===== config.mk =====
export PLATFORM = sky130hd
export DESIGN_NAME = brownout_monitor
export DESIGN_NICKNAME = d
export VERILOG_FILES = /design/src/rtl/brownout_monitor.sv
export SDC_FILE = /design/constraint.sdc
export NUM_CORES = 1
export LEC_CHECK = 0
export ABC_AREA = 0
export CAP_MARGIN = 20
export CORE_MARGIN = 4
export CORE_UTILIZATION = 57
export DETAILED_ROUTE_END_ITERATION = 8
export GPL_TIMING_DRIVEN = 0
export PLACE_DENSITY = 0.88
export SETUP_SLACK_MARGIN = 0.3
export SKIP_CTS_REPAIR_TIMING = 1
export SLEW_MARGIN = 10
export SYNTH_ARGS = -nofsm -noshare
export SYNTH_HDL_FRONTEND = slang
export SYNTH_SLANG_ARGS = --single-unit
export TNS_END_PERCENT = 5

===== constraint.sdc =====
create_clock -name clk -period 4 [get_ports clk]
set_clock_uncertainty 0.05 [all_clocks]
set_input_delay 0.4 -clock clk [delete_from_list [all_inputs] [get_ports clk]]
set_output_delay 0.4 -clock clk [all_outputs]
set_load 0.02 [all_outputs]

===== src/rtl/brownout_monitor.sv =====
// Brown-out supervisor: sequences detector enable/settle, filters its flags, raises timed reset requests.
// Latency: sys_rst_req follows bo_out by DEBOUNCE+2 cycles; outputs registered off the next state.
// Backpressure: none; cfg_we outside OFF/MONITOR is dropped and reported on cfg_rej.

module brownout_sync_debounce #(
    parameter int DEBOUNCE = 4
) (
    input  logic clk,
    input  logic rst,
    input  logic din,
    output logic dout
);
    localparam int DW = $clog2(DEBOUNCE + 1);

    logic [1:0]    sync;
    logic [DW-1:0] cnt;

    always_ff @(posedge clk) begin
        if (rst) begin
            sync <= '0;
            cnt  <= '0;
            dout <= 1'b0;
        end else begin
            sync <= {sync[0], din};
            // dout moves only after DEBOUNCE consecutive disagreeing samples
            if (sync[1] != dout) begin
                if (cnt == DW'(DEBOUNCE - 1)) begin
                    dout <= sync[1];
                    cnt  <= '0;
                end else begin
                    cnt <= cnt + 1'b1;
                end
            end else begin
                cnt <= '0;
            end
        end
    end
endmodule

module brownout_monitor #(
    parameter int SETTLE_CYCLES = 64,
    parameter int DEBOUNCE      = 4,
    parameter int HOLD_CYCLES   = 256,
    parameter int CNT_W         = 8
) (
    input  logic             clk,
    input  logic             rst,
    input  logic             cfg_ena,
    input  logic             cfg_we,
    input  logic [2:0]       cfg_otrip,
    input  logic [2:0]       cfg_vtrip,
    input  logic             clr_flags,
    input  logic             bo_out,
    input  logic             bo_vunder,
    output logic             bo_ena,
    output logic [2:0]       bo_otrip,
    output logic [2:0]       bo_vtrip,
    output logic             sys_rst_req,
    output logic             pwr_good,
    output logic             brout_flag,
    output logic             vunder_flag,
    output logic [CNT_W-1:0] brout_count,
    output logic             cfg_rej
);
    localparam int TMAX = (SETTLE_CYCLES > HOLD_CYCLES) ? SETTLE_CYCLES : HOLD_CYCLES;
    localparam int TW   = $clog2(TMAX) + 1;

    typedef enum logic [2:0] {
        S_OFF,
        S_SETTLE,
        S_MONITOR,
        S_FAULT,
        S_HOLD
    } state_t;

    state_t        state, state_nxt;
    logic [TW-1:0] timer, timer_nxt;
    logic          db_out, db_vun, db_vun_q;
    logic          accept_we, fault_entry, vun_rise;

    brownout_sync_debounce #(.DEBOUNCE(DEBOUNCE)) u_db_out (
        .clk(clk), .rst(rst), .din(bo_out), .dout(db_out)
    );

    brownout_sync_debounce #(.DEBOUNCE(DEBOUNCE)) u_db_vun (
        .clk(clk), .rst(rst), .din(bo_vunder), .dout(db_vun)
    );

    assign accept_we   = cfg_we && (state == S_OFF || state == S_MONITOR);
    assign fault_entry = (state_nxt == S_FAULT) && (state != S_FAULT);
    assign vun_rise    = db_vun && !db_vun_q &&
                         (state == S_MONITOR || state == S_FAULT || state == S_HOLD);

    always_comb begin
        state_nxt = state;
        timer_nxt = timer;
        if (!cfg_ena) begin
            state_nxt = S_OFF;
        end else begin
            case (state)
                S_OFF: begin
                    state_nxt = S_SETTLE;
                    timer_nxt = TW'(SETTLE_CYCLES - 1);
                end
                S_SETTLE: begin
                    if (timer == '0) state_nxt = db_out ? S_FAULT : S_MONITOR;
                    else             timer_nxt = timer - 1'b1;
                end
                S_MONITOR: begin
                    // A trip-code change invalidates the detector output until it resettles
                    if (cfg_we) begin
                        state_nxt = S_SETTLE;
                        timer_nxt = TW'(SETTLE_CYCLES - 1);
                    end else if (db_out) begin
                        state_nxt = S_FAULT;
                    end
                end
                S_FAULT: begin
                    if (!db_out) begin
                        state_nxt = S_HOLD;
                        timer_nxt = TW'(HOLD_CYCLES - 1);
                    end
                end
                S_HOLD: begin
                    if (db_out)             state_nxt = S_FAULT;
                    else if (timer == '0)   state_nxt = S_MONITOR;
                    else                    timer_nxt = timer - 1'b1;
                end
                default: state_nxt = S_OFF;
            endcase
        end
    end

    always_ff @(posedge clk) begin
        if (rst) begin
            state       <= S_OFF;
            timer       <= '0;
            db_vun_q    <= 1'b0;
            bo_ena      <= 1'b0;
            bo_otrip    <= '0;
            bo_vtrip    <= '0;
            sys_rst_req <= 1'b0;
            pwr_good    <= 1'b0;
            brout_flag  <= 1'b0;
            vunder_flag <= 1'b0;
            brout_count <= '0;
            cfg_rej     <= 1'b0;
        end else begin
            state       <= state_nxt;
            timer       <= timer_nxt;
            db_vun_q    <= db_vun;
            bo_ena      <= (state_nxt != S_OFF);
            pwr_good    <= (state_nxt == S_MONITOR);
            sys_rst_req <= (state_nxt == S_FAULT) || (state_nxt == S_HOLD);
            cfg_rej     <= cfg_we && !accept_we;
            if (accept_we) begin
                bo_otrip <= cfg_otrip;
                bo_vtrip <= cfg_vtrip;
            end
            // A new event in the clearing cycle survives the clear
            if (fault_entry) begin
                brout_flag <= 1'b1;
                if (clr_flags)         brout_count <= CNT_W'(1);
                else if (!(&brout_count)) brout_count <= brout_count + 1'b1;
            end else if (clr_flags) begin
                brout_flag  <= 1'b0;
                brout_count <= '0;
            end
            if (vun_rise)       vunder_flag <= 1'b1;
            else if (clr_flags) vunder_flag <= 1'b0;
        end
    end
endmodule


# Word level (Yosys, flattened, before mapping)
# Cells that the tools add are included.
word_totals:
  register_bits: 45
  in_bits: 13
  out_inout_bits: 20
  word_cells: 85
op_classes:
  n_addsub: 4
  n_eq_ne: 16
  mux: 21
  n_bitwise: 2
  reduce_logical: 24
op_table:
  columns: ["cell", "n"]
  rows:
  - ["case mux 9 bit (5 select lines)", 1]
  - ["2-to-1 mux 9 bit", 4]
  - ["2-to-1 mux 8 bit", 4]
  - ["2-to-1 mux 3 bit", 7]
  - ["== test 3 x 2 -> 1 bit (second input constant)", 6]
  - ["case mux 3 bit (5 select lines)", 1]
  - ["logical NOT 9 bit", 1]
  - ["subtractor 9 x 1 -> 9 bit (second input constant)", 1]
  - ["adder 8 x 1 -> 8 bit (second input constant)", 1]
  - ["inequality test 2 bit (second input constant)", 4]
  - ["AND reduction 8 bit", 1]
  - ["adder 3 x 1 -> 3 bit (second input constant)", 2]
  - ["== test 3 bit (second input constant)", 2]
  - ["AND reduction 2 bit", 3]
  - ["OR reduction 3 bit", 2]
  - ["logical AND 1 bit", 5]
  - ["AND reduction 5 bit", 1]
  - ["nonzero test 5 bit", 1]
  - ["logical OR 1 bit", 4]
  - ["2-to-1 mux 1 bit", 4]
  - ["nonzero test 2 bit", 2]
  - ["== test 3 x 1 -> 1 bit (second input constant)", 1]
  - ["logical NOT 3 bit", 1]
  - ["inequality test 3 x 2 -> 1 bit (second input constant)", 1]
  - ["4 further kinds", 7]

# Logic depth before layout (Yosys ltp)
# Gate-level depths: netlist of run 1.
depth:
  ltp_word: 9
  ltp_mapped: 8
  ltp_nobuf: 7

# Modules after synthesis
# From an unflattened synthesis of run 1, not the netlist that was laid out.
unflattened:
  cells_unflattened: 227
  hier_area_um2: 2144.6
modules_own_cells:
  columns: ["mod", "instances", "cells_per_inst", "area_each_um2", "seq_area_each_um2"]
  rows:
  - ["brownout_monitor", 1, 193, 1721.7, 660.6]
  - ["brownout_sync_debounce", 2, 17, 211.5, 120.1]

# Worst setup path after synthesis of run 1
# No wires, ideal clock.
synth_path:
  path_kind: "register -> register"
  start: "register timer[0]"
  end: "register brout_count[5]"
  setup_time_ns: 0.070
  arrival_ns: 2.060
  required_time_ns: 3.880
  setup_slack_ns: 1.820
  path_stages_with_launch: 9
  path_buffers: 1
  synth_period_minus_slack_ns: 2.180
  path_cell_list: "dfxtp_1 -> inv_1 -> ha_1 -> or4b_1 -> nor4_4 -> o211ai_2 -> buf_6 -> or4_1 -> a21oi_1"
synth_between:
  elab_chain_len: 9
  word_cells_on_any_way: 11
  cone_classes: "eq/ne (1); mux (6); reduce/logical (4)"
synth_rtl:
  columns: ["item", "line_no", "rtl"]
  rows:
  - ["from (decl)", "77", "logic [TW-1:0] timer, timer_nxt;"]
  - ["from (signal assigned)", "150", "timer <= timer_nxt;"]
  - ["logical NOT 9 bit (*)", "106, 126", null]
  - ["2-to-1 mux 3 bit", "126", "else if (timer == '0) state_nxt = S_MONITOR;"]
  - ["2-to-1 mux 3 bit", "125", "if (db_out) state_nxt = S_FAULT;"]
  - ["case mux 3 bit (5 select lines) (*)", "100", "case (state)"]
  - ["2-to-1 mux 3 bit (*)", "97", "if (!cfg_ena) begin"]
  - ["== test 3 x 2 -> 1 bit (*)", "90", "assign fault_entry = (state_nxt == S_FAULT) && (state != S_FAULT);"]
  - ["logical AND 1 bit (*)", "90", null]
  - ["nonzero test 2 bit (no source line)", null, null]
  - ["AND reduction 2 bit (no source line)", null, null]
  - ["to (signal assigned)", "164", "else if (!(&brout_count)) brout_count <= brout_count + 1'b1;"]
  - ["to (decl)", "62", "output logic [CNT_W-1:0] brout_count,"]
# Mark *: on every way between the ends. The rest lies on a longest branch, timed or not.
# A chain may end at the register's enable or synchronous reset.

# Worst setup path after layout of run 1
layout_path:
  start: "register state[2]"
  end: "register timer[2]"
layout_between:
  elab_chain_len: 3
  word_cells_on_any_way: 11
  cone_classes: "eq/ne (7); mux (1); reduce/logical (3)"
layout_rtl:
  columns: ["item", "line_no", "rtl"]
  rows:
  - ["from (decl)", "76", "state_t state, state_nxt;"]
  - ["from (signal assigned)", "149", "state <= state_nxt;"]
  - ["== test 3 x 2 -> 1 bit, or another cell as far along", "100", null]
  - ["nonzero test 5 bit (no source line) or inequality test 2 bit (tied branches)", null, null]
  - ["AND reduction 5 bit (no source line)", null, null]
# Parallel ways exist; a longest one is shown, timed or not.

==> results of run 1 <==
[routing by layer]
| metal | GRT usage (%) | vias to the layer above | wire length (µm) |
|---|---|---|---|
| met1 | 26.1 | 856 | 2000 |
| met3 | 4.76 | 7 | 318 |
| met5 | 0 | - | 0 |
| li1 | - | 890 | - |
| met4 | 6.70 | 0 | 51 |
| met2 | 35.5 | 65 | 2070 |
[worst max-delay path: cells and delay by family, from the launching register on]
kind	cells	cell delay, ps
simple gates	2	1030
compound gates	3	760
flops	1	330
buf+inv	1	170
[worst max path at each step]
stage / slack (ps) / from / cells past startpoint / to
after floorplan: 1820 / timer[0] / 8 / brout_count[5]
after global placement: 1470 / cfg_we / 6 / timer[2]
after detailed placement: 1380 / cfg_we / 6 / timer[2]
after CTS: 1600 / timer[0] / 8 / brout_count[5]
after global routing: 1430 / state[0] / 6 / timer[2]
final: 1570 / state[2] / 6 / timer[2]
[stage by stage]
stage,cells,worst slack (ps),instance area [µm²]
3_3_place_gp,303,1470,2430
5_1_grt,310,1430,2500
2_1_floorplan,225,1820,2050
3_5_place_dp,303,1380,2430
4_1_cts,310,1600,2500
6_report,310,1570,2500
[cell usage after synthesis (3+ instances only)]
| library cell | count |
|---|---|
| ha_1 | 7 |
| or4_1 | 6 |
| dfxtp_1 | 45 |
| a311oi_1 | 5 |
| o31ai_1 | 4 |
| o21ai_0 | 10 |
| o41ai_1 | 3 |
| or3_1 | 8 |
| nor2b_1 | 4 |
| nor3_1 | 4 |
| nand2_1 | 8 |
| nor2_1 | 32 |
| mux2i_1 | 10 |
| nor3b_1 | 5 |
| clkbuf_1 | 7 |
| nand3_1 | 5 |
| nor4_1 | 4 |
| a21oi_1 | 14 |
| or2_2 | 5 |
| inv_1 | 10 |
[layout make-up]
type / instances / area (µm²) / area share, %
buffer: 11 / 57.6 / 2.30
tap: 46 / 57.6 / 2.30
clock buffer: 5 / 37.5 / 1.50
multi-input combinational: 159 / 1060 / 42.2
timing repair buffer: 32 / 320 / 12.8
inverter: 10 / 37.5 / 1.50
clock inverter: 2 / 35.0 / 1.40
sequential: 45 / 901 / 36.0
[power by group through the flow]
| stage | registers [mW] | clock network [mW] | logic (mW) |
|---|---|---|---|
| after CTS | 0.474 | 0.273 | 0.105 |
| after global routing | 0.476 | 0.290 | 0.116 |
| after detailed placement | 0.483 | 0 | 0.104 |
| after global placement | 0.483 | 0 | 0.103 |
| after floorplan | 0.487 | 0 | 0.0608 |
| final | 0.474 | 0.271 | 0.106 |
[sequential cells by signal (all words and copies together) (netlist names), 2 cells and up]
register / cells
u_db_vun.cnt: 3
u_db_out.sync: 2
bo_vtrip: 3
u_db_vun.sync: 2
u_db_out.cnt: 3
brout_count: 8
state: 3
timer: 9
bo_otrip: 3
[kinds of logic after synthesis]
group / count (synthesis) / share of synthesized area, %
and+or+nand+nor: 95 / 26.0
buffers and inverters: 21 / 4.63
DFF: 45 / 43.9
adders and majority gates: 7 / 4.27
muxes: 10 / 4.88
AOI/OAI and AO/OA: 44 / 14.1
xor gates and xnor gates: 3 / 2.20
==> results.md, run 1 <==
* Outcome: finished, final reports clean
* Ports at 33
* Hold Vio Cnt, Final at 0
* Predominant post-synthesis flop cell: dfxtp_1
* Placer Congestion at 0.915
* Data required, critical path at roughly 4200 ps
* Hold slack at 380 ps
* Clock Sinks at 45
* Reg-to-reg startpoint: state[2]
* Pwr dens at roughly 340 mW/mm²
* Maxcap violations at 0
* Final wirelength at ~4.4 mm
* Gate power share at 12.4%
* CP Data Arrival Time at between 2000 and 3000 ps
* Finish-stage setup viols at 0
* Worst-margin pin slew at between 900 and 1000 ps
* Cell taking the most area after synthesis: dfxtp_1
* 1st-iter DRT viols at around 200
* Port bufs at 32
* Post-synthesis average cell area at 9.12 µm²
* FF-to-FF setup slack at 1570 ps
* Wire per inst at 14.3 µm
* Share of layout cells above drive strength 1 at between 8 and 9%
* Leakage power at 0.895 nW
* Seq cells post-synth at 45
* Final Cycle Share at 60.8%
* DRC viols at 0
* Initial antenna violation count at 0
* Row count at 21
* Peak VDD IR at around 0.28 mV
* DR vias/cell at around 6
* R2R Path End: timer[2]
* CTS Buffer Depth at 2
* Fin Setup TNS at 0 ps
* Netlist cell types at 45
* Largest net degree at the start of global routing at 14
* Final period demand of the worst path at approximately 2400 ps
* Fillers at approximately 260
* Routed via count at about 1800
* Clock tree root buffer cell: clkbuf_4
* Post-synth net total at 245
* Core region area at roughly 0.0034 mm²
* CTS tree: done
* Slowest cell delay on critical path at 820 ps
* Endpoint type of the worst setup path: flop
* Fin util at 73.3%
* Cell-internal power at approximately 640 µW
* ANT nets after route at 0
* Total power at 850 µW
* Seq/Total Area, Yosys at a little over two fifths
* Cell depth of the worst flop-to-flop path at 6
* Hold Crit Class: reg2reg
* Drt first pass iters at 4
* Slowest cell on the critical path: nor3_1
* Share of power burned in the clock network at a little under a third
* Dpl hpwl at between 3 and 4 mm
* Clock-pin slew on the worst setup and hold paths at about 120 ps
* Asr flop ratio synth at 0%
* Die H at between 60 and 70 µm
* Die area at 0.00462 mm²
* Gr usage total at about a fifth
* Initial Util at between 60% and 70%
* Switching share of power at about a quarter
* Final Slew Violations at 0
* Commonest non-fill, non-tap cells in the layout: 45 x dfxtp_1, 32 x nor2_1, 32 x clkdlybuf4s50_1
* Crit path launch type: flop
* Synth Instances at between 200 and 250
* Total CTS buffers at 5
* Global-route wire length before repair at approximately 7.4 mm
* Highest Clock Rate at 0.411 GHz
* Number of global-route vias before repair at 1643
* Die width at slightly below 70 µm
* Most common cell after layout, fill and taps aside: dfxtp_1
* WS Path Type: reg2reg
* Worst Hold Depth at 1
* Synth top area cells: dfxtp_1 44%, nor2_1 5.9%, mux2i_1 4.9%, ha_1 4.3%, a21oi_1 3.4%
* Cells along the critical path: buf_4 -> and4b_1 -> a211o_1 -> nor3_1 -> a21oi_1 -> a311oi_1
* HP Start: u_db_out.cnt[0]
* EDFF count, synth at 0
* Yosys top cell area share at a little over two fifths
* GRT overflow at 0
* Synth warnings at 0
* Slew margin rel. at 33.1%
* Synthesis-to-finish area growth at 22.0%
* Antenna Cells at 0
* Netlist Area Pre-Place at ~0.0021 mm²
* Final Net Count at 284
* Worst Hold Path EP: u_db_out.cnt[0]
* Sw power at 213 µW
* RSZ-0062 raised after global routing: false
* Sequential share of power at 55.7%
* Worst Path Max Fanout at 9
* H-tree Lvls at 2
* Worst-Skew Late Latency at approximately 360 ps
Power figures use the tool's default switching activity.
==> inputs of run 2 (changes only) <==
CORE_UTILIZATION = 47   (was 57)
PLACE_DENSITY = 0.78   (was 0.88)
clock period = 2.1 ns   (was 4 ns; I/O delays follow)
==> results.md, run 2 (synthesis gave the netlist of run 1 again) <==
* Antenna Cells at 0 (unchanged)
* Pre-CTS WS at -262 ps (-1640 ps)
* Final Non-Filler Cells at 318 (+2.6%)
* Maxcap violations at 0 (unchanged)
* Share of layout cells above drive strength 1 at 19.0% (+11 points)
* Final Net Count at 287 (+1.1%)
* RSZ-0062 raised after global routing: true
* Sequential share of power at 50.6% (-5.1 points)
* Fin util at 65.5% (-7.7 points)
* Met2 GRT Util at 25.5% (-10 points)
* Initial antenna violation count at 0 (unchanged)
* Cells along the critical path: or4_4 -> nor4_4 -> o211ai_2 -> buf_6 -> or4_4 -> a21oi_2
* Global routing's busiest layer: met1
* Pwr dens at 663 mW/mm² (+95%)
* Data required, critical path at 2300 ps (-1910 ps)
* Highest Clock Rate at 0.454 GHz (+11%)
* Post-DP Area at 0.00244 mm² (+0.46%)
* Final wirelength at 4.61 mm (+3.6%)
* Port bufs at 32 (unchanged)
* Fin Setup TNS at -245 ps (-245 ps)
* CTS tree: done
* Multi-input logic area at 0.00116 mm² (+10%)
* Hold Vio Cnt, Final at 0 (unchanged)
* Number of global-route vias before repair at 1605 (-2.3%)
* Worst-Skew Late Latency at 300 ps (-60 ps)
* Placed cells at 307 (+1.3%)
* Endpoint type of the worst setup path: flop
* Fillers at 345 (+35%)
* CTS Buffer Depth at 2 (unchanged)
* Synthesis-to-finish area growth at 31.4%
* Setup ws final at -101 ps (-1670 ps)
* Slowest cell delay on critical path at 590 ps (-230 ps)
* Cell-internal power at 1.34 mW (+110%)
* Cell depth of the worst flop-to-flop path at 6 (unchanged)
* Drt first pass iters at 4 (unchanged)
* Initial Util at 49.9% (-10 points)
* Die area at 0.00549 mm² (+19%)
* Worst Hold Depth at 1 (unchanged)
* ANT nets after route at 0 (unchanged)
* Leakage power at 0.952 nW (+6.3%)
* Gr usage total at 18.2% (-2.7 points)
* Clock-pin slew on the worst setup and hold paths at 80 ps (-40 ps)
* Final Cycle Share at 105% (+44 points)
* Clock Sinks at 45 (unchanged)
* CP Data Arrival Time at 2400 ps (-240 ps)
* Commonest non-fill, non-tap cells in the layout: 41 x dfxtp_1, 32 x clkdlybuf4s50_1, 29 x nor2_1
* Wire per inst at 14.5 µm (+0.99%)
* Violated checks: setup timing
* GRT overflow at 0 (unchanged)
* Gate power share at 12.6% (+0.2 points)
* DRC viols at 0 (unchanged)
* Met1 usage at 25.6% (-0.51 points)
* Placer Congestion at 0.806 (-12%)
* Seq. cell area at 908 µm² (+0.83%)
* Die width at 74.1 µm (+8.9%)
* Row count at 23 (+9.5%)
* Biggest regs: timer x9, brout_count x8
* Worst Path Max Fanout at 6 (-3)
* Finish-stage setup viols at 5 (+5)
* H-tree Lvls at 2 (unchanged)
* GRT met3 Usage at 6.22% (+1.5 points)
* Switching share of power at 25.0% (-0.052 points)
* Dpl hpwl at 3.23 mm (-1.4%)
* Finished Cell Area at 0.00270 mm² (+7.8%)
* Final Slew Violations at 0 (unchanged)
* Most common cell after layout, fill and taps aside: dfxtp_1
* Routed via count at 1754 (-3.5%)
* Die H at 74.1 µm (+8.9%)
* Share of power burned in the clock network at 36.9% (+5.0 points)
* Outcome: finished with violations
* Final period demand of the worst path at 2200 ps (-232 ps)
* Most used cell, CP: or4_4
* Most flops, register: timer
* Worst-margin pin slew at 611 ps (-385 ps)
* DR vias/cell at 5.52 (-5.9%)
* Slew margin rel. at 59.2% (+26 points)
* Peak VDD IR at 0.529 mV (+87%)
* Core region area at 0.00412 mm² (+20%)
* Slowest cell on the critical path: or4_4
* WS Path Type: reg2reg
* Hold Crit Class: reg2reg
* Sw power at 447 µW (+110%)
* Largest net degree at the start of global routing at 15 (+1)
* Clock tree root buffer cell: clkbuf_8
* Global-route wire length before repair at 7.62 mm (+3.4%)
* 1st-iter DRT viols at 146 (-29%)
* Ports at 33 (unchanged)
* Total CTS buffers at 5 (unchanged)
* Largest register FFs at 9 (unchanged)
* Crit path launch type: flop
==> run 2: cell count changes in the layout (fill, tap and decap cells not counted), sizes merged <==
cell / previous run / this run
buf: 4 / 8
==> run 2: stage by stage <==
| stage | hold slack [ps] | total power [mW] |
|---|---|---|
| finish | 373 | 1.79 |
| global route | 392 | 1.88 |
| CTS | 377 | 1.78 |
| detailed placement | 363 | 1.12 |
| global placement | 359 | 1.12 |
| floorplan | 288 | 1.05 |
==> run 2: worst max-delay path: cells and delay by family, from the launching register on <==
kind,cells,cell delay [ps]
and+or+nand+nor,3,1310
AOI/OAI and AO/OA,2,270
buffers and inverters,1,150
DFF,1,360
==> run 2: power by group through the flow <==
stage	registers, mW	clock network (mW)	logic, mW
detailed placement	0.923	0	0.201
CTS	0.903	0.676	0.202
finish	0.904	0.659	0.225
global route	0.909	0.719	0.248
floorplan	0.930	0	0.118
global placement	0.921	0	0.197
==> run 2: path summary, 6_finish.rpt <==
kind                                       from               to  slack (ps)
worst min-delay path            u_db_out.cnt[0]  u_db_out.cnt[0]         370
worst max register to register         timer[6]   brout_count[5]        -100
worst min register to register  u_db_out.cnt[0]  u_db_out.cnt[0]         370
worst max-delay path                   timer[6]   brout_count[5]        -100
==> run 2: cell type report <==
class | count | share of cell area, %
plain buffers | 11 | 2.65
well taps | 50 | 2.32
clock buffers | 6 | 2.69
repair buffers | 35 | 12.6
flip-flops and latches | 45 | 33.7
multi-input cells | 159 | 43.1
inverters | 10 | 1.48
clock inverters | 2 | 1.44
==> run 2: metal layers <==
metal | vias up | share of wire, % | wire length (µm)
met3 | 5 | 6.6 | 304
li1 | 899 | - | -
met4 | 0 | 1.5 | 67
met1 | 793 | 48 | 2220
met2 | 57 | 44 | 2020
met5 | - | 0 | 0
